[src/rtl/clk_sw_pkg.sv]
// clk_sw_pkg: state encoding and default timing parameters for the clock-switch sequencer
package clk_sw_pkg;
  typedef enum logic [2:0] {
    IDLE   = 3'd0,
    CHECK  = 3'd1,
    SWITCH = 3'd2,
    SETTLE = 3'd3,
    DONE   = 3'd4,
    ERR    = 3'd5
  } state_t;
  localparam int CHECK_WIN_D     = 64;
  localparam int MIN_EDGES_D     = 4;
  localparam int SETTLE_CYCLES_D = 16;
  function automatic int cnt_w(input int a, input int b, input int c);
    int m;
    m = (a > b) ? a : b;
    m = (m > c) ? m : c;
    return $clog2(m) + 1;
  endfunction
endpackage

[src/rtl/clk_activity_det.sv]
// clk_activity_det: synchronizes a foreign-domain toggle and counts its edges, saturating at MIN_EDGES
module clk_activity_det #(
  parameter int MIN_EDGES = 4,
  parameter int W = 7
) (
  input  logic         clko,
  input  logic         rst,
  input  logic         tog,
  input  logic         clr,
  output logic [W-1:0] cnt
);
  logic [2:0] s;
  logic tog_edge;
  assign tog_edge = s[1] ^ s[2];
  always_ff @(posedge clko) begin
    if (rst) begin
      s   <= '0;
      cnt <= '0;
    end else begin
      s <= {s[1:0], tog};
      if (clr) cnt <= '0;
      else if (tog_edge && cnt != W'(MIN_EDGES)) cnt <= cnt + 1'b1;
    end
  end
endmodule

[src/rtl/clk_switch_ctrl.sv]
// clk_switch_ctrl: sequences the glitchless mux select, moving it only after the target clock
// proves alive, then waits a settle period before reporting done (or err if the target is dead).
module clk_switch_ctrl
  import clk_sw_pkg::*;
#(
  parameter int CHECK_WIN     = CHECK_WIN_D,
  parameter int MIN_EDGES     = MIN_EDGES_D,
  parameter int SETTLE_CYCLES = SETTLE_CYCLES_D
) (
  input  logic clko,
  input  logic rst,
  input  logic req_valid,
  input  logic req_sel,
  output logic req_ready,
  input  logic tog0,
  input  logic tog1,
  output logic sel,
  output logic busy,
  output logic done,
  output logic err
);
  localparam int W = cnt_w(CHECK_WIN, MIN_EDGES, SETTLE_CYCLES);
  state_t state, nxt;
  logic tgt, clr;
  logic [W-1:0] win, stl, ec0, ec1, ecs;
  assign clr       = state == IDLE;
  assign req_ready = state == IDLE;
  assign busy      = state != IDLE;
  assign done      = state == DONE;
  assign err       = state == ERR;
  assign ecs       = tgt ? ec1 : ec0;
  clk_activity_det #(.MIN_EDGES(MIN_EDGES), .W(W)) u_det0 (
    .clko(clko), .rst(rst), .tog(tog0), .clr(clr), .cnt(ec0)
  );
  clk_activity_det #(.MIN_EDGES(MIN_EDGES), .W(W)) u_det1 (
    .clko(clko), .rst(rst), .tog(tog1), .clr(clr), .cnt(ec1)
  );
  // liveness success takes priority over window expiry in the same cycle
  always_comb begin
    nxt = state;
    case (state)
      IDLE:    nxt = !req_valid ? IDLE : (req_sel == sel) ? DONE : CHECK;
      CHECK:   nxt = (ecs == W'(MIN_EDGES)) ? SWITCH : (win == W'(CHECK_WIN - 1)) ? ERR : CHECK;
      SWITCH:  nxt = SETTLE;
      SETTLE:  nxt = (stl == W'(SETTLE_CYCLES - 1)) ? DONE : SETTLE;
      default: nxt = IDLE;
    endcase
  end
  always_ff @(posedge clko) begin
    if (rst) begin
      state <= IDLE;
      sel   <= 1'b0;
      tgt   <= 1'b0;
      win   <= '0;
      stl   <= '0;
    end else begin
      state <= nxt;
      if (req_valid && req_ready) tgt <= req_sel;
      if (state == SWITCH) sel <= tgt;
      win <= (state == CHECK) ? win + 1'b1 : '0;
      stl <= (state == SETTLE) ? stl + 1'b1 : '0;
    end
  end
endmodule

[config.mk]
export PLATFORM = sky130hd
export DESIGN_NAME = clk_switch_ctrl
export DESIGN_NICKNAME = d
export VERILOG_FILES = /design/src/rtl/clk_sw_pkg.sv /design/src/rtl/clk_activity_det.sv /design/src/rtl/clk_switch_ctrl.sv
export SDC_FILE = /design/constraint.sdc
export NUM_CORES = 1
export LEC_CHECK = 0
export CORE_ASPECT_RATIO = 0.5
export CORE_MARGIN = 8
export CORE_UTILIZATION = 45
export CTS_CLUSTER_SIZE = 25
export DETAILED_ROUTE_END_ITERATION = 7
export PLACE_DENSITY_LB_ADDON = 0.2
export REMOVE_ABC_BUFFERS = 1
export SYNTH_ARGS = -nofsm -noshare
export SYNTH_HDL_FRONTEND = slang
export SYNTH_SLANG_ARGS = --single-unit
export TNS_END_PERCENT = 20
[constraint.sdc]
create_clock -name clko -period 1.9 [get_ports clko]
set_input_delay 0.38 -clock clko [delete_from_list [all_inputs] [get_ports clko]]
set_output_delay 0.38 -clock clko [all_outputs]
set_load 0.02 [all_outputs]
# Yosys cells after proc, flatten, opt, wreduce, memory -nomap -nowiden
# Index checks and enable logic that the tools add are counted.
[totals]
latch_bits = 0
elab_cells = 43
mem_bits_rw = 0
out_inout_bits = 5
ff_bits = 39
rom_bits = 0
input_bits = 6
n_memories = 0
[classes]
n_reduce_logical = 8
n_mul = 0
n_eq_ne = 11
n_div = 0
bitwise_logic = 4
mux = 7
n_addsub = 4
n_lt_le_gt_ge = 0
n_shift = 0
[op_table]
columns = ["operator", "n"]
rows = [
  ["7-bit by 1-bit adder with 7-bit output, second input constant", 4],
  ["3-bit two-way mux", 5],
  ["7-bit by 3-bit inequality test with 1-bit output, second input constant", 2],
  ["3-bit one-hot mux with 4 select lines", 1],
  ["7-bit by 3-bit == test with 1-bit output, second input constant", 1],
  ["7-bit by 4-bit == test with 1-bit output, second input constant", 1],
  ["7-bit by 6-bit == test with 1-bit output, second input constant", 1],
  ["7-bit two-way mux", 1],
  ["3-bit by 2-bit == test with 1-bit output, second input constant", 2],
  ["3-bit == test, second input constant", 2],
  ["2-bit OR reduction", 3],
  ["3-bit by 1-bit == test with 1-bit output, second input constant", 1],
  ["1-bit logical AND", 3],
  ["3-bit logical NOT", 1],
  ["3-bit nonzero test", 1],
  ["1-bit inverter", 2],
  ["1-bit bitwise XOR", 2],
  ["1-bit == test", 1],
]

# Logic depth before layout (Yosys ltp)
# Gate-level depths: netlist (run 1).
[logic_depth]
ltp_word = 4
depth_mapped = 6
ltp_nobuf = 6

# Cells and area by module
# Synthesis (run 1) repeated with hierarchy kept, for this count alone.
[hier_totals]
cells_unflattened = 192
hier_area_um2 = 1788.0
[modules_own_cells]
columns = ["mod", "area_per_inst_um2", "cells_per_inst", "seq_area_each_um2", "n_inst"]
rows = [
  ["clk_activity_det", 469.2, 49, 200.2, 2],
  ["clk_switch_ctrl", 849.6, 94, 380.4, 1],
]

# Worst setup path after synthesis (run 1)
# OpenSTA, ideal clock, no wires.
[synth_path]
kind = "reg-to-reg"
from = "reg u_det0.cnt[0]"
to = "reg u_det0.cnt[3]"
period_less_slack_ps = 1568
arrival_ps = 1444
required_ps = 1777
path_stages_with_launch = 7
setup_time_ps = 123
setup_slack_ps = 332
path_buffers = 0
path_cell_list = "dfxtp_1 inv_1 ha_1 and4bb_1 a21boi_4 nand4_1 mux2_1"
[synth_between]
elab_chain_cells = 2
word_cells_on_any_way = 3
classes_between = "add/sub: 1; eq/ne: 1; reduce/logical: 1"
[synth_rtl]
columns = ["item", "line_no", "rtl"]
rows = [
  ["start, declared", "clk_activity_det.sv:10", "output logic [W-1:0] cnt"],
  ["start signal, assigned", "clk_activity_det.sv:22", "else if (tog_edge && cnt != W'(MIN_EDGES)) cnt <= cnt + 1'b1;"],
  ["branches (longest 2 deep; another with 7-bit by 1-bit adder with 7-bit output)", "-", ""],
]
# Several ways; the timed one is not identified.
# A chain may end at the register's enable or synchronous reset.

# Worst setup path after layout (run 1)
[layout_path]
from = "reg state[1]"
to = "out err"
[layout_between]
elab_chain_cells = 1
[layout_rtl]
columns = ["item", "line_no", "rtl"]
rows = [
  ["start, declared", "clk_switch_ctrl.sv:23", "state_t state, nxt;"],
  ["start signal, assigned", "clk_switch_ctrl.sv:57", "state <= nxt;"],
  ["3-bit == test", "clk_switch_ctrl.sv:30", "assign err = state == ERR;"],
  ["end, declared", "clk_switch_ctrl.sv:20", "output logic err"],
]
# No other way between the ends.

==> impl_metrics.json, run 1 <==
{
  "avgRoutedWirePerCell_um": 11.2,
  "synth-compound-area-share_pct": 5.92,
  "die_height_um": 59.6,
  "hold_buf_cts": 0,
  "diodes_inserted": 0,
  "fin_worst_hold_slack_ns": 0.442,
  "routedLengthMet1_mm": 1.43,
  "synth_cell_type_count": 39,
  "synth_top_family_by_area": "simple AND/OR/NAND/NOR gates",
  "detail_route.drc_violations": 0,
  "internal_power_mw": 1.30,
  "post_synth_main_area_contributors": "sky130_fd_sc_hd__dfxtp_1 46%, sky130_fd_sc_hd__nor2_1 6.6%, sky130_fd_sc_hd__xnor2_1 6.1%",
  "post-route-period-util_pct": 93.1,
  "register_to_register_path_depth": 6,
  "fin_tns_setup_ns": 0,
  "worst-slew-pin-transition_ns": 0.495,
  "grt_remaining_overflow": 0,
  "io_buffer_count": 10,
  "timing_max_transition_violations_final": 0,
  "design.portCount": 11,
  "detail_route.first_pass.iterations": 5,
  "yosysTopAreaCellShare_pct": 45.6,
  "timing.critical_path.slowest_stage_cell": "sky130_fd_sc_hd__dfxtp_2",
  "grt_start_max_net_pins": 13,
  "clock_power_share_pct": 42.8,
  "power_density_nw_per_um2": 814,
  "power.leakage_nw": 0.747,
  "netlist.top_cell.by_area": "sky130_fd_sc_hd__dfxtp_1",
  "postCtsSetupRepairBufs": 0,
  "initial_core_utilization_pct": 48.3,
  "synthTopCellsByCount": "39 x sky130_fd_sc_hd__dfxtp_1, 30 x sky130_fd_sc_hd__nor2_1, 12 x sky130_fd_sc_hd__xnor2_1",
  "routed_via_density": 4.92,
  "finalHoldViolations": 0,
  "critical-path-max-stage-delay_ns": 0.40,
  "routed_wl_met3_um": 93,
  "cap_violations": 0,
  "cts_made_buffers": 5,
  "cts_max_level": 2,
  "min_path_cells": 1,
  "sink_count": 39,
  "seq_power_share_pct": 51.4,
  "root_buffer": "sky130_fd_sc_hd__clkbuf_8",
  "ir_worst_vdd_mv": 0.398,
  "post_synth_instance_area_um2": 1710,
  "yosysSeqAreaShare_pct": 45.6,
  "share_comb_of_total_power_pct": 5.7,
  "crit_path_end_kind": "output pin",
  "finalClockSkew_ns": 0.00603,
  "multi_input_area_um2": 880,
  "antenna_violations_before_repair": 0,
  "drt.antenna.violating_nets": 0,
  "ff_latch_area_um2": 783,
  "cell_with_the_most_instances_after_synthesis": "sky130_fd_sc_hd__dfxtp_1",
  "number_of_placement_rows": 15,
  "crit_path_max_fanout": 7,
  "syn-instance-count": 182,
  "max-slew-margin-rel_pct": 66.8,
  "run_status": "completed",
  "die-width_um": 103,
  "grt.total_usage_pct": 10.5,
  "synth-simple-area-share_pct": 27.0,
  "synth_xor_xnor_area_share_pct": 11.7,
  "dp_hpwl_mm": 2.14,
  "synth_seq_cells": 39,
  "setup_viol": 0,
  "cp_cell_sequence": "and2b_1 -> and2_1 -> dlygate4sd2_1",
  "final_net_count": 212,
  "max_freq_mhz": 565,
  "finalCoreUtilization_pct": 56.6,
  "mean_instance_size_in_the_synthesized_netlist_um2": 9.40,
  "syn2layout_area_growth_pct": 17.3,
  "crit_path_start_kind": "flip-flop",
  "final_period_demand_of_the_worst_path_ns": 1.77,
  "tritoncts": "built",
  "muxShareOfSynthArea_pct": 2.41,
  "synth-edff-count": 0,
  "cp_data_required_time_ns": 1.52,
  "clk_transition_reported_paths_ns": 0.07,
  "clockBufferDepth": 2,
  "adder_and_majority_cell_fraction_of_the_synthesized_area_pct": 4.39,
  "synth_ff_type": "sky130_fd_sc_hd__dfxtp_1",
  "routed-via-count": 1240,
  "routed-wl-met2_mm": 1.26,
  "final_layout_size_suffix_gt1_share_pct": 9.95,
  "worst-endpoint-arrival_ns": 1.39,
  "floorplan.die_area_um2": 6150,
  "topRoutingLayerUsed": "met4",
  "drt_iter0_markers": 20,
  "register_to_register_setup_slack_ns": 0.23,
  "grt_first_pass_wirelength_mm": 5.01,
  "yosys_warnings": 0,
  "clock_insertion_delay_worst_skew_ns": 0.29,
  "place_congestion": 0.776,
  "grt_setup_unrepaired": "no",
  "switching_share_pct": 20.4,
  "hold_class": "flip-flop to flip-flop",
  "critPathKind": "flip-flop to output pin",
  "synthArstFlopShare_pct": 0,
  "route.final.wire_length_mm": 2.82,
  "nFillCells": 314,
  "p_sw_mw": 0.333,
  "number_of_global_route_vias_before_repair": 1141,
  "coreArea_um2": 3550
}
==> layer usage <==
layer / GRT usage [%] / vias up
met4: 4.28 / 0
met5: 0 / -
met1: 12.8 / 572
met2: 16.1 / 12
met3: 4.22 / 5
li1: - / 651
==> path summary, 6_finish.rpt <==
| kind | startpoint | to |
|---|---|---|
| max reg2reg | u_det0.cnt[0] | u_det0.cnt[3] |
| max | state[1] | err |
| min | stl[0] | stl[0] |
| min reg2reg | stl[0] | stl[0] |
==> repair_timing <==
action	in CTS	in global routing
pin swaps	0	0
cloned	0	0
resized for setup	5	1
setup endpoints to repair	4	1
==> logic make-up after synthesis <==
group / count (synthesis)
multiplexers: 4
AND/OR/NAND/NOR: 86
AO/OA/AOI/OAI: 13
adder cells (fa/ha/maj): 6
buffers and inverters: 12
flip-flops: 39
XOR/XNOR: 22
==> cells in the final DEF, fill, tap and decap left out, types with 2 or more instances in the layout <==
cell / count
sky130_fd_sc_hd__a21oi_1: 4
sky130_fd_sc_hd__nor2b_1: 7
sky130_fd_sc_hd__nand2_1: 7
sky130_fd_sc_hd__nor4_1: 3
sky130_fd_sc_hd__clkbuf_8: 6
sky130_fd_sc_hd__nor2_1: 30
sky130_fd_sc_hd__and3_1: 5
sky130_fd_sc_hd__nor3_1: 3
sky130_fd_sc_hd__nand4_1: 6
sky130_fd_sc_hd__xor2_1: 9
sky130_fd_sc_hd__dfxtp_2: 2
sky130_fd_sc_hd__dfxtp_1: 37
sky130_fd_sc_hd__buf_4: 4
sky130_fd_sc_hd__ha_1: 6
sky130_fd_sc_hd__and2_1: 3
sky130_fd_sc_hd__inv_1: 9
sky130_fd_sc_hd__xnor2_1: 12
sky130_fd_sc_hd__a211oi_1: 2
sky130_fd_sc_hd__mux2i_1: 3
sky130_fd_sc_hd__dlygate4sd2_1: 3
sky130_fd_sc_hd__nand3_1: 11
sky130_fd_sc_hd__nor3b_1: 2
sky130_fd_sc_hd__clkdlybuf4s50_1: 6
==> worst max-delay path: cells and delay by family (launching register included) <==
kind	cells	cell delay (ns)
buffers and inverters	1	0.31
and+or+nand+nor	2	0.39
DFF	1	0.40
==> state kept, by name, summed over array words and instances (netlist names) <==
name / flops
u_det1.s: 3
state: 3
stl: 7
u_det0.s: 3
u_det1.cnt: 7
tgt: 1
win: 7
sel: 1
u_det0.cnt: 7
==> metrics by stage <==
stage               setup WS, ns  power, mW  area [µm²]  instances
CTS                       0.0164       1.66        2000        252
global placement           0.139      0.956        1890        244
floorplan                  0.332      0.912        1690        179
detailed placement         0.113      0.957        1890        244
global route              0.0622       1.70        2010        252
finish                     0.131       1.63        2010        252
==> cell type report <==
type                       count  share of cell area (%)
timing repair buffer          14                    6.42
tap                           51                    3.18
clock inverter                 2                    1.75
multi-input combinational    131                    43.8
sequential                    39                    39.0
clock buffer                   6                    4.11
inverter                       9                    1.68
==> power groups by stage <==
stage          Sequential [mW]  Clock [mW]  Combinational (mW)
2_1_floorplan            0.856           0              0.0561
6_report                 0.840       0.699              0.0937
3_3_place_gp             0.859           0              0.0974
3_5_place_dp             0.859           0              0.0980
5_1_grt                  0.842       0.758               0.104
4_1_cts                  0.840       0.722              0.0959
Note: power is estimated with default switching activity, not from simulation.
==> run 2: changes to the inputs <==
Settings changed: CORE_UTILIZATION 45 to 42, GPL_ROUTABILITY_DRIVEN set to 0, GPL_TIMING_DRIVEN set to 0.
==> run 2 against run 1 <==
Compared with the run above: die area grew 5.6%; count of clock-buffer cells in the layout is the same; worst hold slack lost 0.0036 ns; largest power group unchanged; highest routed layer unchanged.
==> impl_metrics.json, run 2 (synthesis results as in run 1) <==
{
  "critPathKind": "flip-flop to output pin",
  "hold_class": "flip-flop to flip-flop",
  "final_layout_size_suffix_gt1_share_pct": 9.14,
  "worst-endpoint-arrival_ns": 1.40,
  "avgRoutedWirePerCell_um": 11.3,
  "finalHoldViolations": 0,
  "detail_route.first_pass.iterations": 4,
  "share_comb_of_total_power_pct": 5.4,
  "final_net_count": 208,
  "initial_core_utilization_pct": 43.8,
  "hold_buf_cts": 0,
  "critical_register_to_register_path_startpoint": "u_det0.cnt[0]",
  "routed-via-count": 1220,
  "grt_remaining_overflow": 0,
  "final_period_demand_of_the_worst_path_ns": 1.78,
  "die-width_um": 106,
  "cts_made_buffers": 5,
  "setup.worst_path.end": "err",
  "sink_count": 39,
  "place_inst": 243,
  "fin_total_pwr_mw": 1.64,
  "routed_via_density": 4.86,
  "root_buffer": "sky130_fd_sc_hd__clkbuf_8",
  "design.portCount": 11,
  "floorplan.die_area_um2": 6500,
  "p_sw_mw": 0.343,
  "diodes_inserted": 0,
  "antenna_violations_before_repair": 0,
  "drt_iter0_markers": 39,
  "setup_viol": 0,
  "die_height_um": 61.1,
  "fin_worst_hold_slack_ns": 0.438,
  "cp_cell_sequence": "and2b_1 -> and2_1 -> dlygate4sd2_1",
  "clock_power_share_pct": 43.3,
  "switching_share_pct": 20.9,
  "crit_path_start": "state[1]",
  "grt.total_usage_pct": 9.56,
  "number_of_global_route_vias_before_repair": 1156,
  "stdcell_area_um2": 1980,
  "detail_route.drc_violations": 0,
  "dp_slack_ns": -0.201,
  "worst-slew-pin-transition_ns": 0.483,
  "power.leakage_nw": 0.730,
  "coreArea_um2": 3900,
  "drt.antenna.violating_nets": 0,
  "finalClockSkew_ns": 0.00445,
  "grt_start_max_net_pins": 16,
  "max-slew-margin-rel_pct": 67.6,
  "post-route-period-util_pct": 93.5,
  "route.final.wire_length_mm": 2.83,
  "timing.critical_path.slowest_stage_cell": "sky130_fd_sc_hd__dfxtp_2",
  "finalWorstSetupSlack_ns": 0.124,
  "nFillCells": 365,
  "timing_max_transition_violations_final": 0,
  "critical-path-max-stage-delay_ns": 0.40,
  "final_common_cell": "sky130_fd_sc_hd__dfxtp_1",
  "placed_area_um2": 1860,
  "cp_data_required_time_ns": 1.52,
  "clk_transition_reported_paths_ns": 0.07,
  "internal_power_mw": 1.30,
  "cts_max_level": 2,
  "register_to_register_setup_slack_ns": 0.20,
  "tritoncts": "built",
  "cap_violations": 0,
  "clockBufferDepth": 2,
  "seq_power_share_pct": 51.3,
  "crit_path_max_fanout": 7,
  "grt_first_pass_wirelength_mm": 4.91,
  "power_density_nw_per_um2": 826,
  "grt_setup_unrepaired": "no",
  "max_freq_mhz": 563,
  "run_status": "completed",
  "min_path_cells": 1,
  "io_buffer_count": 10,
  "dp_hpwl_mm": 2.07,
  "layout.cells.non_filler": 251,
  "ir_worst_vdd_mv": 0.298,
  "register_to_register_path_depth": 6,
  "crit_path_start_kind": "flip-flop",
  "mostFrequentLayoutCells": "37 x sky130_fd_sc_hd__dfxtp_1, 29 x sky130_fd_sc_hd__nor2_1, 12 x sky130_fd_sc_hd__xnor2_1",
  "syn2layout_area_growth_pct": 15.9,
  "clock_insertion_delay_worst_skew_ns": 0.29,
  "crit_path_end_kind": "output pin",
  "worstReg2RegEnd": "u_det0.cnt[3]",
  "number_of_placement_rows": 16
}
==> run 2: cell types whose count changed in the layout (fill, tap and decap cells not counted), sizes merged <==
cell	previous run	this run
buf	4	0
==> run 2: metal layers <==
layer  global-route usage (%)  wire length [µm]
met5                        0                 0
met2                     15.6              1240
met3                     3.44                92
met1                     10.8              1440
met4                     5.74                53
==> run 2: worst max-delay path: cells and delay by family, from the launching register on <==
family,cells,cell delay (ns)
DFF,1,0.40
buffers and inverters,1,0.31
and+or+nand+nor,2,0.40
==> run 2: cell type report <==
cell class | count | area, µm² | share of cell area [%]
multi-input combinational | 131 | 882 | 44.5
sequential | 39 | 783 | 39.5
timing repair buffer | 10 | 98.8 | 4.98
clock buffer | 6 | 82.6 | 4.16
tap | 54 | 67.6 | 3.41
clock inverter | 2 | 35.0 | 1.77
inverter | 9 | 33.8 | 1.70
==> run 2: timing repair <==
action | in CTS | in global routing
resized for setup | 5 | 3
buffers inserted | 0 | 0
setup endpoints to repair | 4 | 3
==> run 2: how the worst min path moves through the flow <==
stage	slack (ns)	from	endpoint
after global placement	0.42	u_det0.s[0]	u_det0.s[1]
after CTS	0.44	u_det0.s[0]	u_det0.s[1]
after floorplan	0.41	stl[0]	stl[0]
after global routing	0.45	u_det0.s[0]	u_det0.s[1]
after detailed placement	0.42	u_det0.s[0]	u_det0.s[1]
final	0.44	u_det0.s[0]	u_det0.s[1]
==> run 2: power by group through the flow <==
stage	registers [mW]	logic (mW)	clock network [mW]
floorplan	0.856	0.0561	0
global placement	0.859	0.0903	0
detailed placement	0.859	0.0912	0
CTS	0.840	0.0888	0.723
global route	0.842	0.0977	0.764
finish	0.840	0.0877	0.710
==> run 2: stage by stage <==
step	utilization, %	setup TNS (ns)
2_1_floorplan	-	0
3_3_place_gp	47.7	-0.342
3_5_place_dp	47.7	-0.355
4_1_cts	50.7	0
5_1_grt	50.8	0
6_report	50.8	0
